==> src/rtl/noc_vc_input_buffer_if.sv <==
// Port bundle between the VC input buffer, its upstream link, the switch
// allocator's arbiter and the crossbar.
interface noc_vc_input_buffer_if #(
  parameter int CHANNELS = 12,
  parameter int FLIT_W   = 64
);
  localparam int VC_W = $clog2(CHANNELS);

  logic                in_valid;
  logic [VC_W-1:0]     in_vc;
  logic [1:0]          in_type;
  logic [FLIT_W-1:0]   in_flit;
  logic [CHANNELS-1:0] dn_ready;
  logic [CHANNELS-1:0] req;
  logic [CHANNELS-1:0] gnt;
  logic [CHANNELS-1:0] adj;
  logic                out_valid;
  logic [VC_W-1:0]     out_vc;
  logic [1:0]          out_type;
  logic [FLIT_W-1:0]   out_flit;
  logic                credit_valid;
  logic [VC_W-1:0]     credit_vc;
  logic                err_ovf;
  logic                err_proto;

  modport master (
    output in_valid, in_vc, in_type, in_flit, dn_ready, gnt,
    input  req, adj, out_valid, out_vc, out_type, out_flit,
           credit_valid, credit_vc, err_ovf, err_proto
  );

  modport slave (
    input  in_valid, in_vc, in_type, in_flit, dn_ready, gnt,
    output req, adj, out_valid, out_vc, out_type, out_flit,
           credit_valid, credit_vc, err_ovf, err_proto
  );
endinterface

==> src/rtl/noc_vc_input_buffer.sv <==
// Per-input-port virtual-channel flit buffer feeding the switch allocator:
// CHANNELS FIFOs, per-VC requests, pop on grant, credit return, tail-gated adj.
module noc_vc_input_buffer #(
  parameter int CHANNELS = 12,
  parameter int DEPTH    = 4,
  parameter int FLIT_W   = 64
) (
  input logic                  clk,
  input logic                  rst,
  noc_vc_input_buffer_if.slave bus
);

  localparam int VC_W  = $clog2(CHANNELS);
  localparam int PTR_W = $clog2(DEPTH);
  localparam int CNT_W = $clog2(DEPTH + 1);
  localparam logic [CNT_W-1:0] FULL = CNT_W'(DEPTH);

  typedef enum logic {PKT_IDLE, PKT_ACTIVE} pkt_state_t;

  logic [1:0]        type_mem [CHANNELS][DEPTH];
  logic [FLIT_W-1:0] flit_mem [CHANNELS][DEPTH];
  logic [PTR_W-1:0]  rd_ptr   [CHANNELS];
  logic [PTR_W-1:0]  wr_ptr   [CHANNELS];
  logic [CNT_W-1:0]  cnt      [CHANNELS];
  pkt_state_t        pkt_state[CHANNELS];

  logic [CHANNELS-1:0] req_c, adj_c, gnt_low, pop_vec, wr_vec, wr_ok, proto_bad;
  logic [VC_W-1:0]     pop_vc;
  logic                pop_any, gnt_multi;

  logic                out_valid_q, credit_valid_q, err_ovf_q, err_proto_q;
  logic [VC_W-1:0]     out_vc_q, credit_vc_q;
  logic [1:0]          out_type_q;
  logic [FLIT_W-1:0]   out_flit_q;

  always_comb begin
    req_c = '0;
    adj_c = '0;
    for (int unsigned v = 0; v < CHANNELS; v++) begin
      req_c[v] = (cnt[v] != '0) && bus.dn_ready[v];
      adj_c[v] = bus.gnt[v] && req_c[v] && type_mem[v][rd_ptr[v]][1];
    end
  end

  // Lowest set grant bit wins; it only pops if that VC is actually requesting.
  always_comb begin
    gnt_low   = bus.gnt & (~bus.gnt + CHANNELS'(1));
    gnt_multi = (bus.gnt & (bus.gnt - CHANNELS'(1))) != '0;
    pop_vec   = gnt_low & req_c;
    pop_any   = pop_vec != '0;
    pop_vc    = '0;
    wr_vec    = '0;
    wr_ok     = '0;
    proto_bad = '0;
    for (int unsigned v = 0; v < CHANNELS; v++) begin
      if (pop_vec[v]) pop_vc = VC_W'(v);
      wr_vec[v]    = bus.in_valid && (bus.in_vc == VC_W'(v));
      wr_ok[v]     = wr_vec[v] && ((cnt[v] != FULL) || pop_vec[v]);
      proto_bad[v] = wr_ok[v] && ((pkt_state[v] == PKT_IDLE) != bus.in_type[0]);
    end
  end

  always_ff @(posedge clk) begin
    for (int unsigned v = 0; v < CHANNELS; v++) begin
      if (wr_ok[v]) begin
        type_mem[v][wr_ptr[v]] <= bus.in_type;
        flit_mem[v][wr_ptr[v]] <= bus.in_flit;
      end
    end
  end

  always_ff @(posedge clk or negedge rst) begin
    if (!rst) begin
      for (int unsigned v = 0; v < CHANNELS; v++) begin
        rd_ptr[v]    <= '0;
        wr_ptr[v]    <= '0;
        cnt[v]       <= '0;
        pkt_state[v] <= PKT_IDLE;
      end
      out_valid_q    <= 1'b0;
      out_vc_q       <= '0;
      out_type_q     <= '0;
      out_flit_q     <= '0;
      credit_valid_q <= 1'b0;
      credit_vc_q    <= '0;
      err_ovf_q      <= 1'b0;
      err_proto_q    <= 1'b0;
    end else begin
      for (int unsigned v = 0; v < CHANNELS; v++) begin
        if (pop_vec[v]) rd_ptr[v] <= rd_ptr[v] + PTR_W'(1);
        if (wr_ok[v]) begin
          wr_ptr[v] <= wr_ptr[v] + PTR_W'(1);
          // Illegal flits still follow their own type: tail/single close, head/body open.
          pkt_state[v] <= bus.in_type[1] ? PKT_IDLE : PKT_ACTIVE;
        end
        if (wr_ok[v] && !pop_vec[v])      cnt[v] <= cnt[v] + CNT_W'(1);
        else if (!wr_ok[v] && pop_vec[v]) cnt[v] <= cnt[v] - CNT_W'(1);
      end
      out_valid_q    <= pop_any;
      credit_valid_q <= pop_any;
      if (pop_any) begin
        out_vc_q    <= pop_vc;
        out_type_q  <= type_mem[pop_vc][rd_ptr[pop_vc]];
        out_flit_q  <= flit_mem[pop_vc][rd_ptr[pop_vc]];
        credit_vc_q <= pop_vc;
      end
      err_ovf_q   <= err_ovf_q | ((wr_vec & ~wr_ok) != '0);
      err_proto_q <= err_proto_q | gnt_multi | (proto_bad != '0);
    end
  end

  assign bus.req          = req_c;
  assign bus.adj          = adj_c;
  assign bus.out_valid    = out_valid_q;
  assign bus.out_vc       = out_vc_q;
  assign bus.out_type     = out_type_q;
  assign bus.out_flit     = out_flit_q;
  assign bus.credit_valid = credit_valid_q;
  assign bus.credit_vc    = credit_vc_q;
  assign bus.err_ovf      = err_ovf_q;
  assign bus.err_proto    = err_proto_q;

endmodule

==> src/flat_wrapper.sv <==
// flat-port wrapper written by rule: the top's interface ports become plain ports
module noc_vc_input_buffer_flat 
#(
  parameter int CHANNELS = 12,
  parameter int DEPTH    = 4,
  parameter int FLIT_W   = 64
)
  (clk, rst, bus_in_valid, bus_in_vc, bus_in_type, bus_in_flit, bus_dn_ready, bus_gnt, bus_req, bus_adj, bus_out_valid, bus_out_vc, bus_out_type, bus_out_flit, bus_credit_valid, bus_credit_vc, bus_err_ovf, bus_err_proto);
  noc_vc_input_buffer_if #(.CHANNELS(CHANNELS), .FLIT_W(FLIT_W)) bus_i ();
  input logic clk;
  input logic rst;
  input wire logic [$bits(bus_i.in_valid)-1:0] bus_in_valid;
  input wire logic [$bits(bus_i.in_vc)-1:0] bus_in_vc;
  input wire logic [$bits(bus_i.in_type)-1:0] bus_in_type;
  input wire logic [$bits(bus_i.in_flit)-1:0] bus_in_flit;
  input wire logic [$bits(bus_i.dn_ready)-1:0] bus_dn_ready;
  input wire logic [$bits(bus_i.gnt)-1:0] bus_gnt;
  output wire logic [$bits(bus_i.req)-1:0] bus_req;
  output wire logic [$bits(bus_i.adj)-1:0] bus_adj;
  output wire logic [$bits(bus_i.out_valid)-1:0] bus_out_valid;
  output wire logic [$bits(bus_i.out_vc)-1:0] bus_out_vc;
  output wire logic [$bits(bus_i.out_type)-1:0] bus_out_type;
  output wire logic [$bits(bus_i.out_flit)-1:0] bus_out_flit;
  output wire logic [$bits(bus_i.credit_valid)-1:0] bus_credit_valid;
  output wire logic [$bits(bus_i.credit_vc)-1:0] bus_credit_vc;
  output wire logic [$bits(bus_i.err_ovf)-1:0] bus_err_ovf;
  output wire logic [$bits(bus_i.err_proto)-1:0] bus_err_proto;
  assign bus_i.in_valid = bus_in_valid;
  assign bus_i.in_vc = bus_in_vc;
  assign bus_i.in_type = bus_in_type;
  assign bus_i.in_flit = bus_in_flit;
  assign bus_i.dn_ready = bus_dn_ready;
  assign bus_i.gnt = bus_gnt;
  assign bus_req = bus_i.req;
  assign bus_adj = bus_i.adj;
  assign bus_out_valid = bus_i.out_valid;
  assign bus_out_vc = bus_i.out_vc;
  assign bus_out_type = bus_i.out_type;
  assign bus_out_flit = bus_i.out_flit;
  assign bus_credit_valid = bus_i.credit_valid;
  assign bus_credit_vc = bus_i.credit_vc;
  assign bus_err_ovf = bus_i.err_ovf;
  assign bus_err_proto = bus_i.err_proto;
  noc_vc_input_buffer #(.CHANNELS(CHANNELS), .DEPTH(DEPTH), .FLIT_W(FLIT_W)) u_core (.clk(clk), .rst(rst), .bus(bus_i));
endmodule
==> config.mk <==
export PLATFORM = sky130hd
export DESIGN_NAME = noc_vc_input_buffer_flat
export DESIGN_NICKNAME = d
export VERILOG_FILES = /design/src/rtl/noc_vc_input_buffer_if.sv /design/src/rtl/noc_vc_input_buffer.sv /design/src/flat_wrapper.sv
export SDC_FILE = /design/constraint.sdc
export NUM_CORES = 2
export LEC_CHECK = 0
export CAP_MARGIN = 25
export CORE_MARGIN = 8
export CORE_UTILIZATION = 25
export CTS_BUF_LIST = sky130_fd_sc_hd__clkbuf_16
export DETAILED_ROUTE_END_ITERATION = 10
export PLACE_DENSITY = 0.45
export SLEW_MARGIN = 10
export SYNTH_ARGS = -nofsm -noshare
export SYNTH_HDL_FRONTEND = slang
export SYNTH_SLANG_ARGS = --single-unit
==> constraint.sdc <==
create_clock -name clk -period 3.85 [get_ports clk]
set_input_delay 0.77 -clock clk [delete_from_list [all_inputs] [get_ports clk]]
set_output_delay 0.77 -clock clk [all_outputs]
set_load 0.05 [all_outputs]
# After elaboration in Yosys (flattened, before gate mapping)
# Memory sizes are Yosys's and may differ from the RTL's.
# Cells that the tools add are included.
# Widths: inputs -> output; s select.
[op_classes]
add_sub_neg = 50
order_cmp = 38
n_eq_ne = 35
n_mux = 231
bitwise_logic = 47
n_reduce_logical = 195
[op_table]
columns = ["cell", "n"]
rows = [
  ["$mux 256", 34],
  ["$reduce_or 256->1", 11],
  ["$demux 64 s2", 12],
  ["$mux 64", 14],
  ["$mux 8", 34],
  ["$bmux 64 s2", 1],
  ["$logic_and 1x1->1", 108],
  ["$mux 4", 26],
  ["$reduce_or 8->1", 11],
  ["$mux 2", 42],
  ["$mux 3", 28],
  ["$ge 3x3->1 const B", 25],
  ["$not 2->3", 25],
  ["$bmux 2 s2", 13],
  ["$add 2x1->2 const B", 24],
  ["$and 12x12->12", 4],
  ["$demux 2 s2", 12],
  ["$reduce_bool 12->1", 4],
  ["$add 3x1->3 const B", 12],
  ["$lt 3x1->1 const B", 12],
  ["$ne 3x3->1 const B", 12],
  ["$reduce_bool 3->1", 12],
  ["$sub 3x1->3 const B", 12],
  ["$logic_not 1->1", 24],
  ["other kinds (17)", 84],
]
[totals]
reg_bits = 169
ram_bits = 3168
in_bits = 97
out_inout_bits = 102
elab_cells = 652
memories = 2
[mem_list]
columns = ["memory", "depth", "width", "rd", "rd_clocked_by_memory_dff", "wr", "line", "text"]
rows = [
  ["u_core.flit_mem", 12, 256, 1, 0, 1, "noc_vc_input_buffer.sv:21", "logic [FLIT_W-1:0] flit_mem [CHANNELS][DEPTH];"],
  ["u_core.type_mem", 12, 8, 13, 0, 1, "noc_vc_input_buffer.sv:20", "logic [1:0] type_mem [CHANNELS][DEPTH];"],
]

# Depth between registers and ports, before layout
[logic_depth]
word_depth = 23
depth_mapped = 18
depth_no_buf = 12

# Worst setup path after synthesis
# OpenSTA, ideal clock, no wires.
[synth_path]
kind = "input port to flip-flop"
startpoint = "input port bus_gnt[0]"
endpoint = "memory u_core.flit_mem[10][0] in the netlist's numbering (enable)"
setup_time_ps = 431
arrival_ps = 4567
t_required_ps = 3419
path_slack_ps = -1148
stages = 8
path_buffers = 2
path_cell_list = "buf_2 -> or4_1 -> or2_1 -> buf_2 -> nor4_1 -> nor4b_1 -> nor3_1 -> and2_1"
[synth_between]
word_cells_on_any_way = 85
cone_classes = "1 x add/sub; 46 x mux; 3 x bitwise; 35 x reduce/logical"
[synth_rtl]
columns = ["item", "line", "text"]
rows = [
  ["start, declared", "flat_wrapper.sv:17", "input wire logic [$bits(bus_i.gnt)-1:0] bus_gnt;"],
  ["$not 12->12 *", "noc_vc_input_buffer.sv:47", "gnt_low = bus.gnt & (~bus.gnt + CHANNELS'(1));"],
  ["$add 12x1->12 *", "noc_vc_input_buffer.sv:47", ""],
  ["$and 12x12->12 *", "noc_vc_input_buffer.sv:47", ""],
  ["$and 12x12->12 *", "noc_vc_input_buffer.sv:49", "pop_vec = gnt_low & req_c;"],
  ["$logic_or 1x1->1 *", "noc_vc_input_buffer.sv:58", "wr_ok[v] = wr_vec[v] && ((cnt[v] != FULL) || pop_vec[v]);"],
  ["$logic_and 1x1->1 *", "noc_vc_input_buffer.sv:58", ""],
  ["net u_core.wr_ok[10]", "noc_vc_input_buffer.sv:27", "logic [CHANNELS-1:0] req_c, adj_c, gnt_low, pop_vec, wr_vec, wr_ok, proto_bad;"],
  ["$mux 1 *", "noc_vc_input_buffer.sv:65", "if (wr_ok[v]) begin"],
  ["$mux 256 (not written as such) *", "noc_vc_input_buffer.sv:67", "flit_mem[v][wr_ptr[v]] <= bus.in_flit;"],
  ["$reduce_or 256->1 (no line)", "--", ""],
  ["$mux 4 (no line) or $mux 256 (tied branches) (2 in series)", "--", ""],
  ["end, declared", "noc_vc_input_buffer.sv:21", ""],
]
# Mark *: on every way through the listed nets, which the timed path passes. The rest lies on a longest branch.

# Final worst setup path
[layout_path]
startpoint = "input port bus_gnt[2]"
endpoint = "register u_core.out_flit_q[38] (netlist: u_core.bus.out_flit[38])"
[layout_between]
elab_chain_cells = 22
word_cells_on_any_way = 24
cone_classes = "1 x add/sub; 16 x mux; 5 x bitwise; 1 x reduce/logical; 1 x memory"
[layout_rtl]
columns = ["item", "line", "text"]
rows = [
  ["$not 12->12", "noc_vc_input_buffer.sv:47", ""],
  ["$add 12x1->12", "noc_vc_input_buffer.sv:47", ""],
  ["$and 12x12->12 *", "noc_vc_input_buffer.sv:47", ""],
  ["$and 12x12->12 *", "noc_vc_input_buffer.sv:49", ""],
  ["$mux 2 (2 in series)", "noc_vc_input_buffer.sv:56", "if (pop_vec[v]) pop_vc = VC_W'(v);"],
  ["$mux 3 (4 in series)", "noc_vc_input_buffer.sv:56", ""],
  ["$mux 4 (4 in series)", "noc_vc_input_buffer.sv:56", ""],
  ["$not 4->5 (not written as such)", "noc_vc_input_buffer.sv:104", "out_flit_q <= flit_mem[pop_vc][rd_ptr[pop_vc]];"],
  ["$bmux 2 s4", "noc_vc_input_buffer.sv:104", ""],
  ["$mux 2 (not written as such) (2 in series)", "noc_vc_input_buffer.sv:104", ""],
  ["$not 2->3 (not written as such)", "noc_vc_input_buffer.sv:104", ""],
  ["$bmux 64 s2", "noc_vc_input_buffer.sv:104", ""],
  ["$mux 64 (not written as such) (2 in series)", "noc_vc_input_buffer.sv:104", ""],
  ["end signal, assigned", "noc_vc_input_buffer.sv:104", ""],
  ["end, declared", "noc_vc_input_buffer.sv:34", "logic [FLIT_W-1:0] out_flit_q;"],
]
# Every way passes the cells marked *; elsewhere a longest branch is shown, timed or not. The select of a mux whose other input is x is not followed.
# A chain may end at the register's enable or synchronous reset.

==> results.yml <==
worst_setup_path:
  r2r_cells: 16
  arrival_ps: 4860
  crit_chain: "clkdlybuf4s50_1, or4_4, or2_4, o211ai_4, nor2_4, buf_6, or4_4, a31oi_4, buf_12, or2_4, buf_12, buf_12, mux2_4, a221oi_2, buf_4, a211oi_2"
  crit_required_ps: 4620
  cp_common_cell: "buf_12"
  critPathMaxFanout: 5
  start_kind: "input port"
  critical_path_class: "input port to flop"
  cp-end-kind: "flop"
  critPathSlowestCell: "or4_4"
  cpPeakStageDelay_ps: 540
synth:
  syn-num-nets: 9537
  ys_seq_elements: 3337
  yosysTopAreaCellShare: 0.7146
  ys.flop_type: "edfxtp_1"
  avgSynthCellArea_sq_um: 14.21
  synth_edf_count: 3168
  ys_seq_area_frac: 0.7464
  async_flop_share: 0.05064
  netlist_area_sq_um: 133100
  yosysMostFrequentCell: "edfxtp_1"
  netlist_top_cells_count: "edfxtp_1 (3,168), nand2_1 (2,291), clkbuf_1 (466), and3_1 (452), mux2i_1 (385)"
  yosys.area.top_type: "edfxtp_1"
  synthDistinctLibCells: 70
  synth_cells: 9368
  yosysWarnings: 0
  synthTopCellsByArea: "edfxtp_1 (71%), nand2_1 (6.5%), dfrtp_1 (3.2%), mux2i_1 (2.9%), and3_1 (2.1%)"
global_route:
  grt_pass1_wl_mm: 670.8
  grt_max_degree: 100
  grt_overflow: 0
  grt_pass1_vias: 85030
  antenna_found_initial: 42
  track_usage: 0.1651
clocking:
  clk_pin_slew_ps: 60
  worstSkewPairLatency_ps: 1030
  htree_levels: 5
  cts_tree: "done"
  clockBufferDepth: 4
  numCtsBuffers: 372
  clockRootBuffer: "clkbuf_16"
  cts_sinks: 3337
status:
  violations: "setup timing"
  status: "complete, but fails checks"
sta:
  worst_pin_slew_ps: 1119
  postLayoutSetupSlackWorst_ps: -243.0
  relSlewSlack: 0.2538
  fin_crit_sh: 1.063
  slew_viol_final: 0
  fmax_mhz: 244.3
  skew_ps: 163.2
  hold_viol: 0
  rsz0062_at_grt: "yes"
  finalSetupViolCount: 53
  fin_crit_ps: 4093
placed_design:
  pre_cts_ws_ps: -1865
  placed_area_sq_um: 152900
  detailed_place_hpwl_mm: 293.6
  portBuffers: 198
  gp_congestion: 0.8266
floorplan:
  core_area_sq_um: 531500
  rows: 268
  die-area_sq_um: 556100
  ios: 199
  die_w_um: 745.7
  die_h_um: 745.7
  start_util: 0.2505
detailed_routing:
  avgViaCountPerCell: 4.887
  routed_wl_mm: 490.5
  dr.pass1.iters: 6
  wl_per_cell_um: 27.67
  num_vias: 86620
  ant_nets: 0
  drt-initial-drc-count: 9037
  post-route-drc-count: 0
power:
  p_leak_nw: 58.83
  p_clk_frac: 0.361
  combPwrFrac: 0.205
  swShare: 0.2925
  power.density_nw_per_um2: 578.1
  p_int_mw: 69.28
  seqPwrFrac: 0.435
  ir_drop_v: 0.0003932
  netSwitchingPower_mw: 28.64
final_layout:
  drive_above_1_share: 0.1897
  fin_area_sq_um: 169400
  n_fill_cell: 51890
  area_growth_syn_to_layout_pct: 27.22
  nNetsFinal: 10550
flow_run:
  maxCapViolCount: 0
min_path:
  hp-class: "input port to flop"
  hold-path-cell-count: 2
==> worst paths after layout <==
kind,slack (ps),startpoint,to
max,-240,bus_gnt[2],u_core.bus.out_flit[38]
min,90,bus_in_type[1],u_core.pkt_state[0]
max reg2reg,-190,u_core.cnt[18],u_core.bus.out_flit[38]
min reg2reg,480,u_core.bus.err_ovf,u_core.bus.err_ovf
max in group asynchronous,2500,rst,u_core.bus.out_flit[46]
min in group asynchronous,260,rst,u_core.bus.out_valid
==> critical path, delay by kind of cell <==
| kind | cells | cell delay (ps) |
|---|---|---|
| and+or+nand+nor | 5 | 1670 |
| AOI/OAI and AO/OA | 4 | 850 |
| muxes | 1 | 300 |
| buffers and inverters | 6 | 1220 |
==> cells in the final DEF (no fill, tap or decap), types with 63 or more instances in the layout <==
master	count
edfxtp_1	3168
nand2_1	2277
buf_4	633
and3_1	451
clkbuf_16	397
mux2i_1	374
buf_12	324
a31oi_1	298
nand3_1	269
a311oi_1	190
a211oi_1	184
o22ai_1	170
dfrtp_1	169
clkdlybuf4s50_1	161
a21oi_1	152
inv_1	145
nor2_1	106
clkinv_1	97
mux2_2	73
clkinv_2	63
==> layer usage <==
layer	track usage	wire (um)	share of wire	up-vias
met1	0.2233	210400	0.43	45190
met3	0.02023	29510	0.060	709
li1	-	-	-	37600
met2	0.2773	234500	0.48	3105
met5	0	60	0.00012	-
met4	0.04874	15950	0.033	8
==> flip-flops by register name (all words and copies together) (netlist names), 2 cells and up <==
register and cells:
u_core.bus.out_flit 64, u_core.bus.out_type 2, u_core.bus.out_vc 4, u_core.cnt 36
u_core.flit_mem 3072, u_core.pkt_state 12, u_core.rd_ptr 24, u_core.type_mem 96
u_core.wr_ptr 24
==> kinds of logic after synthesis <==
group / Yosys count / share of synthesized area
fa+ha+maj: 74 / 0.007594
flops: 3337 / 0.7464
compound gates: 1363 / 0.07236
simple gates: 3339 / 0.1097
xor+xnor: 74 / 0.004868
buf+inv: 699 / 0.02086
mux: 482 / 0.03825
==> power by group through the flow <==
stage               combinational, mW  clock [mW]  sequential [mW]
global route                     21.2        37.3             42.6
detailed placement               17.2           0             43.2
floorplan                        7.52           0             43.7
global placement                 17.0           0             43.2
finish                           20.1        35.3             42.6
CTS                              18.7        36.0             42.6
==> what timing repair did <==
action,CTS,global route
gates cloned,18,21
endpoints found under the setup margin,67,66
pin swaps,52,66
setup buffers,44,67
hold buffers,1,0
hold endpoints to repair,24,0
resized for setup,239,192
==> per-stage QoR <==
step                      hold WS (ps)    util  instances  total power [mW]  setup TNS [ps]
final                            88.74  0.3187      17730             97.92           -4962
after global routing             30.44  0.3187      17720             101.1           -7412
after CTS                        224.0  0.3145      17630             97.20           -2745
after detailed placement         465.6  0.2877      16880             60.40         -692170
after global placement           473.9  0.2877      16880             60.18         -842990
after floorplan                  463.1       -       9368             51.20           -1468
==> cell type report <==
class / count / area, sq um / share of cell area
Clock buffer: 377 / 9434 / 0.05570
Timing Repair Buffer: 1276 / 15720 / 0.09280
Tap cell: 7020 / 8783 / 0.05186
Inverter: 60 / 225.2 / 0.001330
Sequential cell: 3337 / 99360 / 0.5867
Clock inverter: 316 / 2582 / 0.01525
Antenna cell: 6 / 15.01 / 0.00008865
Multi-Input combinational cell: 5333 / 33250 / 0.1963
No activity file was read; power rests on OpenSTA's default activity.
